**src/rtl/serial_add_pkg.sv**
```systemverilog
// Shared types for the bit-serial adder: controller state encoding and default operand width.
package serial_add_pkg;

   localparam int SA_WIDTH_DEF = 8;

   typedef enum logic [1:0] {
      IDLE = 2'd0,
      RUN  = 2'd1,
      DONE = 2'd2
   } state_t;

endpackage

```
**src/rtl/fa_bit_cell.sv**
```systemverilog
// Combinational 1-bit full adder; zero latency, no flow control.
module fa_bit_cell (
   input  logic a,
   input  logic b,
   input  logic cin,
   output logic s,
   output logic cout
);

   assign s    = a ^ b ^ cin;
   assign cout = (a & b) | (cin & (a ^ b));

endmodule

```
**src/rtl/serial_add_ctrl.sv**
```systemverilog
// Bit-serial adder: one full-adder cell stepped LSB-first, result valid WIDTH cycles after accept.
// Result held in DONE until out_ready; in_ready only in IDLE. SERIAL_ADD_SUB_EN adds sub/res_sub (a-b).
module serial_add_ctrl
   import serial_add_pkg::*;
#(
   parameter int WIDTH = SA_WIDTH_DEF
) (
   input  logic             clk,
   input  logic             rst_n,
   input  logic             in_valid,
   output logic             in_ready,
   input  logic [WIDTH-1:0] a,
   input  logic [WIDTH-1:0] b,
   input  logic             cin,
`ifdef SERIAL_ADD_SUB_EN
   input  logic             sub,
   output logic             res_sub,
`endif
   output logic             out_valid,
   input  logic             out_ready,
   output logic [WIDTH-1:0] sum,
   output logic             cout,
   output logic             busy
);

   localparam int CNT_W = $clog2(WIDTH) + 1;
   localparam logic [CNT_W-1:0] LAST_BIT = CNT_W'(WIDTH - 1);

   state_t           state;
   state_t           state_nxt;
   logic [WIDTH-1:0] op_a;
   logic [WIDTH-1:0] op_b;
   logic [WIDTH-1:0] sum_q;
   logic [WIDTH-1:0] sum_shift;
   logic [CNT_W-1:0] cnt;
   logic             carry;
   logic             cout_q;
   logic             cell_s;
   logic             cell_cout;

   fa_bit_cell u_cell (
      .a    (op_a[0]),
      .b    (op_b[0]),
      .cin  (carry),
      .s    (cell_s),
      .cout (cell_cout)
   );

   // New sum bit enters at the MSB so the LSB-first result lands in place after WIDTH shifts.
   generate
      if (WIDTH == 1) begin : g_shift_w1
         always_comb sum_shift = cell_s;
      end else begin : g_shift_wn
         always_comb sum_shift = {cell_s, sum_q[WIDTH-1:1]};
      end
   endgenerate

   always_ff @(posedge clk) begin
      if (!rst_n) state <= IDLE;
      else        state <= state_nxt;
   end

   always_comb begin
      state_nxt = state;
      in_ready  = 1'b0;
      out_valid = 1'b0;
      busy      = 1'b0;
      case (state)
         IDLE: begin
            in_ready = 1'b1;
            if (in_valid) state_nxt = RUN;
         end
         RUN: begin
            busy = 1'b1;
            if (cnt == LAST_BIT) state_nxt = DONE;
         end
         DONE: begin
            busy      = 1'b1;
            out_valid = 1'b1;
            if (out_ready) state_nxt = IDLE;
         end
         default: state_nxt = IDLE;
      endcase
   end

   always_ff @(posedge clk) begin
      if (!rst_n) begin
         op_a   <= '0;
         op_b   <= '0;
         sum_q  <= '0;
         cnt    <= '0;
         carry  <= 1'b0;
         cout_q <= 1'b0;
`ifdef SERIAL_ADD_SUB_EN
         res_sub <= 1'b0;
`endif
      end else begin
         case (state)
            IDLE: begin
               if (in_valid) begin
                  op_a  <= a;
                  sum_q <= '0;
                  cnt   <= '0;
`ifdef SERIAL_ADD_SUB_EN
                  // Subtract as a + ~b + 1; cin is ignored in that mode.
                  res_sub <= sub;
                  if (sub) begin
                     op_b  <= ~b;
                     carry <= 1'b1;
                  end else begin
                     op_b  <= b;
                     carry <= cin;
                  end
`else
                  op_b  <= b;
                  carry <= cin;
`endif
               end
            end
            RUN: begin
               op_a  <= op_a >> 1;
               op_b  <= op_b >> 1;
               sum_q <= sum_shift;
               carry <= cell_cout;
               cnt   <= cnt + CNT_W'(1);
               if (cnt == LAST_BIT) cout_q <= cell_cout;
            end
            default: ;
         endcase
      end
   end

   assign sum  = sum_q;
   assign cout = cout_q;

endmodule

```
**config.mk**
```make
export PLATFORM = sky130hd
export DESIGN_NAME = serial_add_ctrl
export DESIGN_NICKNAME = d
export VERILOG_FILES = /design/src/rtl/serial_add_pkg.sv /design/src/rtl/fa_bit_cell.sv /design/src/rtl/serial_add_ctrl.sv
export SDC_FILE = /design/constraint.sdc
export NUM_CORES = 1
export LEC_CHECK = 0
export ABC_AREA = 1
export CORE_MARGIN = 5
export CORE_UTILIZATION = 45
export CTS_CLUSTER_SIZE = 14
export DETAILED_ROUTE_END_ITERATION = 7
export PLACE_DENSITY = 0.73
export RECOVER_POWER = 100
export SLEW_MARGIN = 20
export SYNTH_ARGS = -nofsm -noshare
export SYNTH_HDL_FRONTEND = slang
export SYNTH_HIERARCHICAL = 1
export SYNTH_SLANG_ARGS = --single-unit
```
**constraint.sdc**
```tcl
create_clock -name clk -period 4.4 [get_ports clk]
set_clock_uncertainty 0.1 [all_clocks]
set_input_delay 0.44 -clock clk [delete_from_list [all_inputs] [get_ports clk]]
set_output_delay 0.44 -clock clk [all_outputs]
set_load 0.01 [all_outputs]
```
==> impl_results.md <==
- Status: finished, final reports clean
- Max-cap violations: 0
- CP endpoint kind: flop
- Dpl hpwl: 2180 um
- Avg WL per Cell: 12.0 um
- Utilization after layout: 59.4%
- DRT iter0 DRCs: 54
- Residual DRC: 0
- Die height: 67.4 um
- Hold Crit Start: sum[0]
- Area share of the largest cell type after synthesis: 43.2%
- # IOs: 33
- DRT Wirelength: 3110 um
- Top post-synthesis cells by area: dfxtp_1 43%, nand2_1 17%, o211a_1 10%
- Crit path time final: 2.92 ns
- Syn. warnings: 6
- Yosys top cell by area: dfxtp_1
- CORE AREA: 3100 um2
- CP Launch Type: flop
- First-pass GRT wire length: 5150 um
- Initial antenna violation count: 0
- Synth Register Bits: 32
- Slew @ Worst Pin: 1.17 ns
- Final hold violation count: 0
- Syn Area/Cell: 7.93 um2
- Die area: 4540 um2
- Max-slew violations: 0
- Tot GR Track Use: 15.1%
- Leak: 0.880 nW
- Vias per cell: 4.95
- Crit Path Class: flop to flop
- CTS tree: done
- GR Overflow Total: 0
- Setup TNS Final: 0 ns
- Clock buffer depth: 2
- Post-CTS setup buffers: 0
- H-tree depth: 2
- Layout Area Growth over Synthesis: 24.3%
- # hold bufs at CTS: 0
- Synthesized area: 1480 um2
- Largest net degree at the start of global routing: 40
- Root buf cell: clkbuf_4
- Flop2flop setup slack: 1.48 ns
- Worst EP required: 4.51 ns
- CTS sink count: 32
- Net Count, Synth: 213
- N_diodes: 0
- RSZ-0062 raised after global routing: false
- Final GP Congestion: 0.752
- Critical Path Fanout Max: 39
- # port buffers: 32
- Fin nets: 241
- PwrDens: 360 nW/um2
- Finish-stage setup viols: 0
- Sequential share of the synthesized area: 43.2%
- Clock slew at reported path FFs: 0.09 ns
- Vias after detailed routing: 1282
- Ratio of cells with drive above 1 in the final layout: 6.51%
- Cell Rows: 20
- Post-CTS resize count: 0
- Starting Density: 47.8%
- Final worst-path cycle share: 66.3%
- Launch point of the worst reg-to-reg path: state[1]
- Yosys cell types: 21
- Drt first pass iters: 4
- Die Wd: 67.4 um
- Worst path arrival time: 3.03 ns
- Peak VDD IR: 0.000232 V
- Cells after Synth: 187
- TritonCTS buffer count: 5
- Worst-Skew Late Latency: 0.33 ns
- Post-route ant nets: 0
- Worst slew margin: 21.7%
- Fmax: 343 MHz
- Vias in the first global route: 1205
- Worst Hold Class: flop to flop
- Critical path origin: state[1]
-- placed cells by master (no fill, tap or decap), types with 2 or more instances in the layout --
cell type | netlist | routed
nand3_2 | 2 | 2
nand2_1 | 67 | 68
dfxtp_1 | 32 | 32
o211a_1 | 15 | 15
clkbuf_8 | 0 | 2
nor2_1 | 4 | 4
ha_1 | 4 | 4
clkbuf_4 | 0 | 5
a21oi_1 | 14 | 14
a21oi_2 | 3 | 3
dlygate4sd3_1 | 0 | 13
inv_1 | 10 | 10
nand3_1 | 18 | 18
clkdlybuf4s50_1 | 0 | 19
-- through the flow --
stage	total power, W	std cells	worst slack (ns)	cell area (um2)	hold WS (ns)
2_1_floorplan	0.000456	187	2.90	1480	0.346
3_3_place_gp	0.000485	252	2.02	1780	0.356
3_5_place_dp	0.000491	252	1.93	1780	0.358
4_1_cts	0.000672	259	1.90	1850	0.373
5_1_grt	0.000703	259	1.19	1840	0.377
6_report	0.000663	259	1.48	1840	0.365
-- where the power goes --
group | internal, W | switching, W | leakage, nW | total (W)
sequential | 0.000317 | 0.0000164 | 0.262 | 0.000333
clock | 0.0000905 | 0.0000903 | 0.0374 | 0.000181
combinational | 0.0000630 | 0.0000859 | 0.581 | 0.000149
-- state kept, by name (all words and copies together) (netlist names) --
signal,count
sum,8
state,2
op_a,8
cout,1
op_b,8
cnt,4
carry,1
-- layout make-up --
type                    instances  area [um2]
multi-input cells             132         714
fillers                       309        1260
inverters                      12        47.5
flip-flops and latches         32         641
clock buffers                   7        65.1
well taps                      44        55.1
repair buffers                 32         320
-- worst paths after layout --
kind | endpoint | cells past startpoint
max | op_b[7] | 7
min | sum[0] | 2
max reg2reg | op_b[7] | 7
min reg2reg | sum[0] | 2
-- routing by layer --
layer / wire, um / vias up / GRT usage [%]
li1: - / 667 / -
met1: 1390 / 575 / 18.0
met2: 1500 / 35 / 24.8
met3: 153 / 5 / 4.83
met4: 62 / 0 / 6.84
met5: 0 / - / 0
-- critical path, cell delays in order (launching register included) --
cell     delay [ns]
dfxtp_1        0.34
inv_1          0.08
ha_1           0.61
nand2_1        0.11
nand2_1        0.87
inv_1          0.43
nand2_1        0.18
a21oi_2        0.07
-- cell families (layout without fill, tap and decap cells) --
| kind of cell | count (synthesis) | in the layout | share of synthesized area, % |
|---|---|---|---|
| flops | 32 | 32 | 43.2 |
| buf+inv | 23 | 51 | 8.44 |
| compound gates | 33 | 33 | 17.0 |
| fa+ha+maj | 5 | 5 | 4.73 |
| simple gates | 94 | 94 | 26.7 |
-- synth_stat cells, drive strengths merged --
library cell	count
ha	4
fa	1
dfxtp	32
clkbuf	1
inv	12
and3	1
buf	10
nand4	1
nand3	20
o21ai	1
o211a	15
a21oi	17
nor2	4
nand2	68
Power figures use the tool's default switching activity.
